## config.mk

```make
export PLATFORM = sky130hd
export DESIGN_NAME = mdu_seq_ctrl
export DESIGN_NICKNAME = d
export VERILOG_FILES = /design/src/rtl/mdu_pkg.sv /design/src/rtl/mdu_sign_fix.sv /design/src/rtl/mdu_seq_ctrl.sv
export SDC_FILE = /design/constraint.sdc
export NUM_CORES = 1
export LEC_CHECK = 0
export BUFFER_PORTS_ARGS = -buffer_cell sky130_fd_sc_hd__buf_4
export CAP_MARGIN = 20
export CORE_UTILIZATION = 28
export CTS_CLUSTER_DIAMETER = 40
export DETAILED_ROUTE_END_ITERATION = 12
export GPL_ROUTABILITY_DRIVEN = 0
export PLACE_DENSITY = 0.52
export SETUP_SLACK_MARGIN = 0.2
export SLEW_MARGIN = 20
export SYNTH_ARGS = -nofsm -noshare
export SYNTH_HDL_FRONTEND = slang
export SYNTH_SLANG_ARGS = --single-unit
```

## constraint.sdc

```tcl
create_clock -name clk_i -period 7.8 [get_ports clk_i]
set_clock_uncertainty 0.15 [all_clocks]
set_input_delay 1.95 -clock clk_i [delete_from_list [all_inputs] [get_ports clk_i]]
set_output_delay 1.95 -clock clk_i [all_outputs]
set_load 0.03 [all_outputs]
```

## src/rtl/mdu_pkg.sv

```systemverilog
// mdu_pkg: shared definitions for the multiply/divide sequencer.
//   - mdu_op_e    : operation encodings as presented on op_i
//   - mdu_state_e : sequencer states
//   - MDU_WIDTH / ITER / CNT_W : default operand width, iteration count,
//     iteration counter width
//   - mdu_is_signed : true for the signed operations (MULT, DIV)
package mdu_pkg;

    localparam int MDU_WIDTH = 32;
    localparam int ITER      = MDU_WIDTH;
    localparam int CNT_W     = $clog2(MDU_WIDTH) + 1;

    typedef enum logic [1:0] {
        MDU_MULT  = 2'd0,
        MDU_MULTU = 2'd1,
        MDU_DIV   = 2'd2,
        MDU_DIVU  = 2'd3
    } mdu_op_e;

    typedef enum logic [1:0] {
        IDLE = 2'd0,
        CALC = 2'd1,
        FIX  = 2'd2,
        DONE = 2'd3
    } mdu_state_e;

    function automatic logic mdu_is_signed(input mdu_op_e op);
        return (op == MDU_MULT) || (op == MDU_DIV);
    endfunction

endpackage

```

## src/rtl/mdu_sign_fix.sv

```systemverilog
// mdu_sign_fix: combinational conditional two's-complement negate.
// Used both to take operand magnitudes and to restore result signs.
//   neg_i : 1 = output is -in_i, 0 = output is in_i
//   in_i  : W-bit value
//   out_o : W-bit result
module mdu_sign_fix #(
    parameter int W = 32
) (
    input  logic         neg_i,
    input  logic [W-1:0] in_i,
    output logic [W-1:0] out_o
);

    assign out_o = neg_i ? (~in_i + {{(W-1){1'b0}}, 1'b1}) : in_i;

endmodule

```

## src/rtl/mdu_seq_ctrl.sv

```systemverilog
// mdu_seq_ctrl: multi-cycle MULT/MULTU/DIV/DIVU sequencer for the EX stage.
// Shift-add multiplier and restoring divider, one iteration per cycle,
// followed by a sign fix-up cycle that commits HI/LO.
//   clk_i   : clock, rising edge
//   rst_i   : asynchronous active-low reset
//   start_i : start request, honoured in IDLE/DONE only
//   op_i    : 0=MULT 1=MULTU 2=DIV 3=DIVU, sampled with start_i
//   src1_i  : multiplicand / dividend
//   src2_i  : multiplier / divisor
//   kill_i  : pipeline flush, aborts any in-flight operation
//   busy_o  : high while in CALC or FIX
//   done_o  : one-cycle pulse once HI/LO hold the new result
//   hi_o    : HI register (product upper half / remainder)
//   lo_o    : LO register (product lower half / quotient)
// Build option: define MDU_EARLY_TERM_EN to let multiplies leave CALC as
// soon as the remaining multiplier bits are all zero.
module mdu_seq_ctrl
    import mdu_pkg::*;
#(
    parameter int WIDTH = MDU_WIDTH
) (
    input  logic             clk_i,
    input  logic             rst_i,
    input  logic             start_i,
    input  logic [1:0]       op_i,
    input  logic [WIDTH-1:0] src1_i,
    input  logic [WIDTH-1:0] src2_i,
    input  logic             kill_i,
    output logic             busy_o,
    output logic             done_o,
    output logic [WIDTH-1:0] hi_o,
    output logic [WIDTH-1:0] lo_o
);

    localparam int CW = $clog2(WIDTH) + 1;

    mdu_state_e         state_q, state_d;
    logic [CW-1:0]      cnt_q, cnt_d;
    mdu_op_e            op_q, op_d;
    logic               sign1_q, sign1_d, sign2_q, sign2_d;
    // Multiply: acc = running product, opa = shifted multiplicand,
    //           opb = multiplier shifting right.
    // Divide:   acc = {remainder, quotient/dividend}, opb = divisor.
    logic [2*WIDTH-1:0] acc_q, acc_d;
    logic [2*WIDTH-1:0] opa_q, opa_d;
    logic [WIDTH-1:0]   opb_q, opb_d;
    logic [WIDTH-1:0]   hi_q, hi_d, lo_q, lo_d;

    mdu_op_e            op_in;
    logic               in_signed;
    logic [WIDTH-1:0]   mag1, mag2;
    logic [2*WIDTH-1:0] prod_fix;
    logic [WIDTH-1:0]   quot_fix, rem_fix;

    logic               is_mul;
    logic [WIDTH-1:0]   mplier_nx;
    logic [WIDTH:0]     rem_sh, rem_diff;
    logic               last_iter;

    assign op_in     = mdu_op_e'(op_i);
    assign in_signed = mdu_is_signed(op_in);
    assign is_mul    = (op_q == MDU_MULT) || (op_q == MDU_MULTU);

    mdu_sign_fix #(.W(WIDTH)) u_mag1 (
        .neg_i (in_signed & src1_i[WIDTH-1]),
        .in_i  (src1_i),
        .out_o (mag1)
    );

    mdu_sign_fix #(.W(WIDTH)) u_mag2 (
        .neg_i (in_signed & src2_i[WIDTH-1]),
        .in_i  (src2_i),
        .out_o (mag2)
    );

    mdu_sign_fix #(.W(2*WIDTH)) u_prod (
        .neg_i (sign1_q ^ sign2_q),
        .in_i  (acc_q),
        .out_o (prod_fix)
    );

    mdu_sign_fix #(.W(WIDTH)) u_quot (
        .neg_i (sign1_q ^ sign2_q),
        .in_i  (acc_q[WIDTH-1:0]),
        .out_o (quot_fix)
    );

    // Remainder follows the dividend sign; for divide-by-zero this also
    // turns the magnitude back into the dividend as it was presented.
    mdu_sign_fix #(.W(WIDTH)) u_rem (
        .neg_i (sign1_q),
        .in_i  (acc_q[2*WIDTH-1:WIDTH]),
        .out_o (rem_fix)
    );

    always_comb begin
        state_d   = state_q;
        cnt_d     = cnt_q;
        op_d      = op_q;
        sign1_d   = sign1_q;
        sign2_d   = sign2_q;
        acc_d     = acc_q;
        opa_d     = opa_q;
        opb_d     = opb_q;
        hi_d      = hi_q;
        lo_d      = lo_q;
        mplier_nx = opb_q >> 1;
        rem_sh    = {acc_q[2*WIDTH-1:WIDTH], acc_q[WIDTH-1]};
        rem_diff  = rem_sh - {1'b0, opb_q};
`ifdef MDU_EARLY_TERM_EN
        last_iter = (cnt_q == CW'(WIDTH - 1)) || (is_mul && (mplier_nx == '0));
`else
        last_iter = (cnt_q == CW'(WIDTH - 1));
`endif

        case (state_q)
            IDLE, DONE: begin
                if (start_i && !kill_i) begin
                    state_d = CALC;
                    cnt_d   = '0;
                    op_d    = op_in;
                    sign1_d = in_signed & src1_i[WIDTH-1];
                    sign2_d = in_signed & src2_i[WIDTH-1];
                    opa_d   = {{WIDTH{1'b0}}, mag1};
                    opb_d   = mag2;
                    acc_d   = ((op_in == MDU_MULT) || (op_in == MDU_MULTU))
                              ? '0 : {{WIDTH{1'b0}}, mag1};
                end else if (state_q == DONE) begin
                    state_d = IDLE;
                end
            end
            CALC: begin
                if (kill_i) begin
                    state_d = IDLE;
                end else begin
                    if (is_mul) begin
                        acc_d = acc_q + (opb_q[0] ? opa_q : '0);
                        opa_d = opa_q << 1;
                        opb_d = mplier_nx;
                    end else if (!rem_diff[WIDTH]) begin
                        // Trial subtraction fits: keep difference, quotient bit 1.
                        acc_d = {rem_diff[WIDTH-1:0], acc_q[WIDTH-2:0], 1'b1};
                    end else begin
                        acc_d = {rem_sh[WIDTH-1:0], acc_q[WIDTH-2:0], 1'b0};
                    end
                    cnt_d = cnt_q + 1'b1;
                    if (last_iter) begin
                        state_d = FIX;
                    end
                end
            end
            FIX: begin
                if (kill_i) begin
                    state_d = IDLE;
                end else begin
                    state_d = DONE;
                    if (is_mul) begin
                        {hi_d, lo_d} = prod_fix;
                    end else if (opb_q == '0) begin
                        hi_d = rem_fix;
                        lo_d = '1;
                    end else begin
                        hi_d = rem_fix;
                        lo_d = quot_fix;
                    end
                end
            end
            default: state_d = IDLE;
        endcase
    end

    always_ff @(posedge clk_i or negedge rst_i) begin
        if (!rst_i) begin
            state_q <= IDLE;
            cnt_q   <= '0;
            op_q    <= MDU_MULT;
            sign1_q <= 1'b0;
            sign2_q <= 1'b0;
            acc_q   <= '0;
            opa_q   <= '0;
            opb_q   <= '0;
            hi_q    <= '0;
            lo_q    <= '0;
        end else begin
            state_q <= state_d;
            cnt_q   <= cnt_d;
            op_q    <= op_d;
            sign1_q <= sign1_d;
            sign2_q <= sign2_d;
            acc_q   <= acc_d;
            opa_q   <= opa_d;
            opb_q   <= opb_d;
            hi_q    <= hi_d;
            lo_q    <= lo_d;
        end
    end

    assign busy_o = (state_q == CALC) || (state_q == FIX);
    assign done_o = (state_q == DONE);
    assign hi_o   = hi_q;
    assign lo_o   = lo_q;

endmodule

```

After elaboration in Yosys (flattened, before gate mapping)

Index checks and enable logic that the tools add are counted.

Flip-flop bits (word level): 236
Input port bits: 70
Output and inout port bits: 66
Word-level logic and storage cells: 88

Add/sub/neg operators: 8
Equal/unequal tests: 12
Multiplexer cells: 32
Bitwise operators: 9
Reductions and logical operators: 17

Operators by type and width:

| operator              | number |
|---|---|
| $mux 64               | 9 |
| $mux 32               | 11 |
| $pmux 64 s2           | 2 |
| $add 32x1->32 const B | 4 |
| $not 32->32           | 4 |
| $add 64x1->64 const B | 1 |
| $add 64x64->64        | 1 |
| $not 64->64           | 1 |
| $pmux 32 s2           | 1 |
| $sub 33x32->33        | 1 |
| $logic_not 32->1      | 1 |
| $mux 6                | 2 |
| $pmux 6 s2            | 1 |
| $mux 2                | 5 |
| $add 6x1->6 const B   | 1 |
| $eq 2x1->1 const B    | 3 |
| $eq 2x2->1 const B    | 3 |
| $eq 6x5->1 const B    | 1 |
| $logic_not 2->1       | 3 |
| $ne 2x2->1 const B    | 3 |
| $ne 3x3->1 const B    | 2 |
| $pmux 2 s3            | 1 |
| $reduce_and 2->1      | 3 |
| $logic_or 1x1->1      | 4 |
| 9 further kinds       | 10 |

Depth between registers and ports, before layout

Word-level depth: 7
Depth in mapped cells: 15
Mapped depth without buffers: 14

Cells and area by module

From an unflattened synthesis, not the netlist that was laid out.

Cells, all modules: 2564
Area total of the unflattened synthesis: 21554.4 µm²

By module, submodules not included:

| module                    | instances | cells each | area an instance (µm²) | seq. area each (µm²) |
|---|---|---|---|---|
| mdu_seq_ctrl              | 1         | 1962       | 16797.4                | 5880.6 |
| mdu_sign_fix (u_mag1 ...) | 4         | 99         | 777.0                  | 0.0 |
| mdu_sign_fix (u_prod)     | 1         | 206        | 1649.1                 | 0.0 |

Least setup slack after synthesis

No wires, ideal clock.

Kind: input to register
From: in src1_i[5]
To: reg acc_q[26]
Setup time: 126 ps
Arrival time: 4069 ps
Data required time: 7524 ps
Setup slack: 3455 ps
Stages on the path: 10
Path buffers: 0
Cells stage by stage: or4_4 > nor2_2 > and3_2 > nand3b_1 > or4_1 > or2_1 > o21ai_2 > xnor2_1 > a221oi_1 > nor2_1

Longest elaborated chain between the ends: 6

RTL lines:

| item                 | line                | text |
|---|---|---|
| start, declared      | mdu_seq_ctrl.sv:26  | `input logic [WIDTH-1:0] src1_i,` |
| $not 32->32          | mdu_sign_fix.sv:14  | `assign out_o = neg_i ? (~in_i + {{(W-1){1'b0}}, 1'b1}) : in_i;` |
| $add 32x1->32        | mdu_sign_fix.sv:14  |  |
| $mux 32              | mdu_sign_fix.sv:14  |  |
| $mux 32              | mdu_seq_ctrl.sv:127 | `? '0 : {{WIDTH{1'b0}}, mag1};` |
| $mux 64              | mdu_seq_ctrl.sv:118 | `if (start_i && !kill_i) begin` |
| $pmux 64 s2          | mdu_seq_ctrl.sv:116 | `case (state_q)` |
| end signal, assigned | mdu_seq_ctrl.sv:179 | `acc_q <= '0;` |
| end signal, assigned | mdu_seq_ctrl.sv:190 | `acc_q <= acc_d;` |
| end, declared        | mdu_seq_ctrl.sv:44  | `logic [2*WIDTH-1:0] acc_q, acc_d;` |

Every way passes these cells. The select of a mux whose other input is x is not followed.
A chain may end at the register's enable or synchronous reset.

Worst setup path after layout

From: reg opb_q[0]
To: reg acc_q[32]

Longest elaborated chain between the ends: 5
Elaborated cells on any way between the ends: 7
Those cells by class: 2 x add/sub; 5 x mux

RTL lines:

| item                                      | line                                     | text |
|---|---|---|
| start, declared                           | mdu_seq_ctrl.sv:46                       | `logic [WIDTH-1:0] opb_q, opb_d;` |
| start signal, assigned                    | mdu_seq_ctrl.sv:192                      | `opb_q <= opb_d;` |
| $mux 64 or $sub 33x32->33 (tied branches) | mdu_seq_ctrl.sv:137, mdu_seq_ctrl.sv:109 |  |
| $add 64x64->64 or $mux 64 (tied branches) | mdu_seq_ctrl.sv:137, mdu_seq_ctrl.sv:140 |  |
| $mux 64 (*)                               | mdu_seq_ctrl.sv:136                      | `if (is_mul) begin` |
| $mux 64 (*)                               | mdu_seq_ctrl.sv:133                      | `if (kill_i) begin` |
| $pmux 64 s2 (*)                           | mdu_seq_ctrl.sv:116                      |  |

Mark *: on every way between the ends. The rest lies on a longest branch, timed or not. The select of a mux whose other input is x is not followed.

==> impl_metrics.env <==
export IMPL_post_route_drc_count=0
export IMPL_antenna_found_initial=0
export IMPL_period_share_pct=61.86
export IMPL_synth_edf_count=0
export IMPL_vias=18510
export IMPL_hpwl_um=49410
export IMPL_grt_ovfl_total=0
export IMPL_netlist_cell_type_count=81
export IMPL_reg2reg_from="opb_q[0]$_DFFE_PN0P_"
export IMPL_synth_warnings=0
export IMPL_cts_resized=0
export IMPL_postCtsSetupBuffers=0
export IMPL_die_w_um=263.9
export IMPL_cts_hold_buf=0
export IMPL_p_seq_share_pct=22.2
export IMPL_die_area_mm2=0.06962
export IMPL_root_buffer="clkbuf_16"
export IMPL_post_place_cells=3326
export IMPL_fillers=7064
export IMPL_rows=95
export IMPL_synth_flop_cell="dfrtp_1"
export IMPL_cts_sinks=235
export IMPL_drt_pass1_iter_count=7
export IMPL_status="completed"
export IMPL_p_per_area_mw_per_mm2=468.8
export IMPL_clk_path_buf_depth=3
export IMPL_regToRegSetupSlack_ns=2.97
export IMPL_min_period_ns=4.825
export IMPL_internal_power_w=0.005331
export IMPL_seq_area_frac_synth_pct=30.63
export IMPL_synth_cells=2439
export IMPL_slew_headroom_pct=26.66
export IMPL_endpoint="acc_q[32]$_DFFE_PN0P_"
export IMPL_crit_fanout=30
export IMPL_final_cell_count_no_fill=3412
export IMPL_critical_path_max_stage_delay_ns=0.85
export IMPL_drtIter0Drc=1370
export IMPL_clock_latency_ns=0.59
export IMPL_startpoint_type="flop"
export IMPL_ant_nets=0
export IMPL_required_ns=8.12
export IMPL_path_cells="buf_4, ha_1, inv_1, fa_1, a211oi_1, nor2_1, o2bb2ai_1, o21ai_1, a21oi_1, o311a_1, nor3_1, nor2_4, mux2i_1, a221o_1"
export IMPL_cp_end_kind="flop"
export IMPL_grt_pass1_vias=17980
export IMPL_track_usage_pct=18.63
export IMPL_cts_buffers_inserted=46
export IMPL_grt_max_degree=121
export IMPL_slowest_stage="nor2_4"
export IMPL_cp_num_buf_inv=2
export IMPL_area_growth_pct=17.76
export IMPL_syn_cell_area_mm2=0.01920
export IMPL_cp_arrival_ns=5.14
export IMPL_p_clk_share_pct=19.0
export IMPL_swShare_pct=49.71
export IMPL_cts_tree="yes"
export IMPL_vias_per_cell=5.424
export IMPL_power_w=0.01060
export IMPL_fmax_mhz=207.2
export IMPL_syn_area_per_cell_um2=7.872
export IMPL_criticalPathCategory="flop to flop"
export IMPL_ioPinCount=136
export IMPL_hold_class="flop to flop"
export IMPL_ys_ff_latch=235
export IMPL_combPwrFrac_pct=58.9
export IMPL_maxCapViolations=0
export IMPL_clk_pin_slew_worst_paths_ns=0.06
export IMPL_nets=2676
export IMPL_core_area_mm2=0.06751
export IMPL_antennaDiodeCount=0
export IMPL_drive_gt1_share_pct=11.07
export IMPL_drv_slew=0
export IMPL_htree_levels=2
export IMPL_worst_pin_slew_ns=1.098
export IMPL_p_switching_w=0.005269
export IMPL_r2r_end="acc_q[32]$_DFFE_PN0P_"
export IMPL_startpoint="opb_q[0]$_DFFE_PN0P_"
export IMPL_setup_violations_final=0
export IMPL_rsz0062_at_grt="no"
export IMPL_die_h_um=263.9
export IMPL_finalSetupTns_ns=0
export IMPL_totalWireLength_um=65890
export IMPL_start_util_pct=28.44
export IMPL_cellLeakagePower_nw=9.799
export IMPL_synth_async_reset_ratio_pct=100.0
export IMPL_worstRegToRegCells=14
export IMPL_final_hold_viol_count=0
export IMPL_syn_nets=2614
export IMPL_cp_depth=14
export IMPL_cpLargestDelayFamily="compound AO/OA/AOI/OAI gates"
export IMPL_grt_pass1_wl_um=104300
export IMPL_portBuffers=135
export IMPL_vdd_ir_drop_max_mv=0.2285
export IMPL_wire_per_inst_um=19.31
state kept, by name (all words and copies together) (netlist names):
name     cells
acc_q       64
cnt_q        6
hi_o        32
lo_o        32
op_q         1
opa_q       64
opb_q       32
sign1_q      1
sign2_q      1
state_q      2
cells in the mapped netlist (all sizes together) (63+ instances only):
library cell  number  area [um^2]
ha               103         1289
clkbuf           128        481.7
xnor2            118         1033
mux2i             63        630.6
a21oi            240         1201
nand2            243        912.1
xor2              78        683.2
and2              74        462.9
nor2             235        887.1
o21ai            254         1275
inv               84        315.3
dfrtp            235         5881
routing by layer:
layer | track usage, % | up-vias | share of wire, %
met2 | 30.91 | 531 | 47
met1 | 24.87 | 8977 | 45
li1 | - | 8880 | -
met5 | 0 | - | 0
met4 | 6.128 | 0 | 3.0
met3 | 2.498 | 117 | 5.0
layout make-up:
cell class              count  area [um^2]  share of cell area, %
clock buffers              54         1262                  5.584
clock inverters            32        310.3                  1.372
inverters                  85        319.1                  1.411
multi-input cells        1978        12540                  55.46
flip-flops and latches    235         5882                  26.02
well taps                 873         1092                  4.831
repair buffers            155         1204                  5.324
worst reg2reg max path: cells and delay by family, from the launching register on:
family | cells | cell delay, ns
AOI/OAI and AO/OA | 6 | 1.71
buffers and inverters | 2 | 0.40
and+or+nand+nor | 3 | 1.06
DFF | 1 | 0.55
adders and majority gates | 2 | 0.66
muxes | 1 | 0.20
power groups by stage:
stage / clock network (W) / logic (W) / registers, W
2_1_floorplan: 0 / 0.00429 / 0.00238
3_3_place_gp: 0 / 0.00612 / 0.00235
3_5_place_dp: 0 / 0.00620 / 0.00236
4_1_cts: 0.00205 / 0.00623 / 0.00234
5_1_grt: 0.00211 / 0.00688 / 0.00241
6_report: 0.00201 / 0.00624 / 0.00235
logic make-up (layout without fill, tap and decap cells):
family	Yosys count	count (layout)	share of synthesized area, %
and+or+nand+nor	815	815	20.20
adders and majority gates	105	105	6.921
buffers and inverters	226	326	4.470
muxes	65	65	3.402
DFF	235	235	30.63
AOI/OAI and AO/OA	797	797	25.44
xor gates and xnor gates	196	196	8.941
through the flow:
| step | util (%) | worst slack (ns) | instance area (um^2) | hold slack (ns) |
|---|---|---|---|---|
| final | 33.49 | 2.975 | 22610 | 0.3325 |
| after global routing | 33.49 | 2.668 | 22610 | 0.3628 |
| after CTS | 33.49 | 3.038 | 22610 | 0.3379 |
| after detailed placement | 31.16 | 3.063 | 21040 | 0.3252 |
| after global placement | 31.11 | 3.109 | 21010 | 0.3185 |
| after floorplan | - | 3.455 | 19200 | 0.3136 |
placed cells by master, fill, tap and decap left out, types with 17 or more instances in the layout:
cell       Yosys  routed
nor2_1       233     229
or3_1         23      23
nand2_1      243     242
o21ai_0      241     241
o31ai_1       20      20
clkbuf_16      0      47
nor3_1        48      48
nor4_1        25      25
o21bai_1      21      21
inv_1         83      83
a21o_1        52      52
a22oi_1       20      20
o21a_1        17      17
a31oi_1       25      25
a21oi_1      240     240
ha_1         103     102
a22o_1        34      34
nand4_1       36      36
mux2i_1       63      63
xnor2_1      118     118
and2_1        74      74
buf_4          1     152
nand3_1       43      43
xor2_1        78      78
a221oi_1      22      22
dfrtp_1      235     234
worst min path at each step:
stage          depth (start not counted)              endpoint                  from
2_1_floorplan                          2  opa_q[0]$_DFFE_PN0P_  opa_q[0]$_DFFE_PN0P_
3_3_place_gp                           2  hi_o[23]$_DFFE_PN0P_  hi_o[23]$_DFFE_PN0P_
3_5_place_dp                           2  hi_o[23]$_DFFE_PN0P_  hi_o[23]$_DFFE_PN0P_
4_1_cts                                2  hi_o[23]$_DFFE_PN0P_  hi_o[23]$_DFFE_PN0P_
5_1_grt                                2   hi_o[7]$_DFFE_PN0P_   hi_o[7]$_DFFE_PN0P_
6_report                               2  hi_o[30]$_DFFE_PN0P_  hi_o[30]$_DFFE_PN0P_
Power figures use the tool's default switching activity.
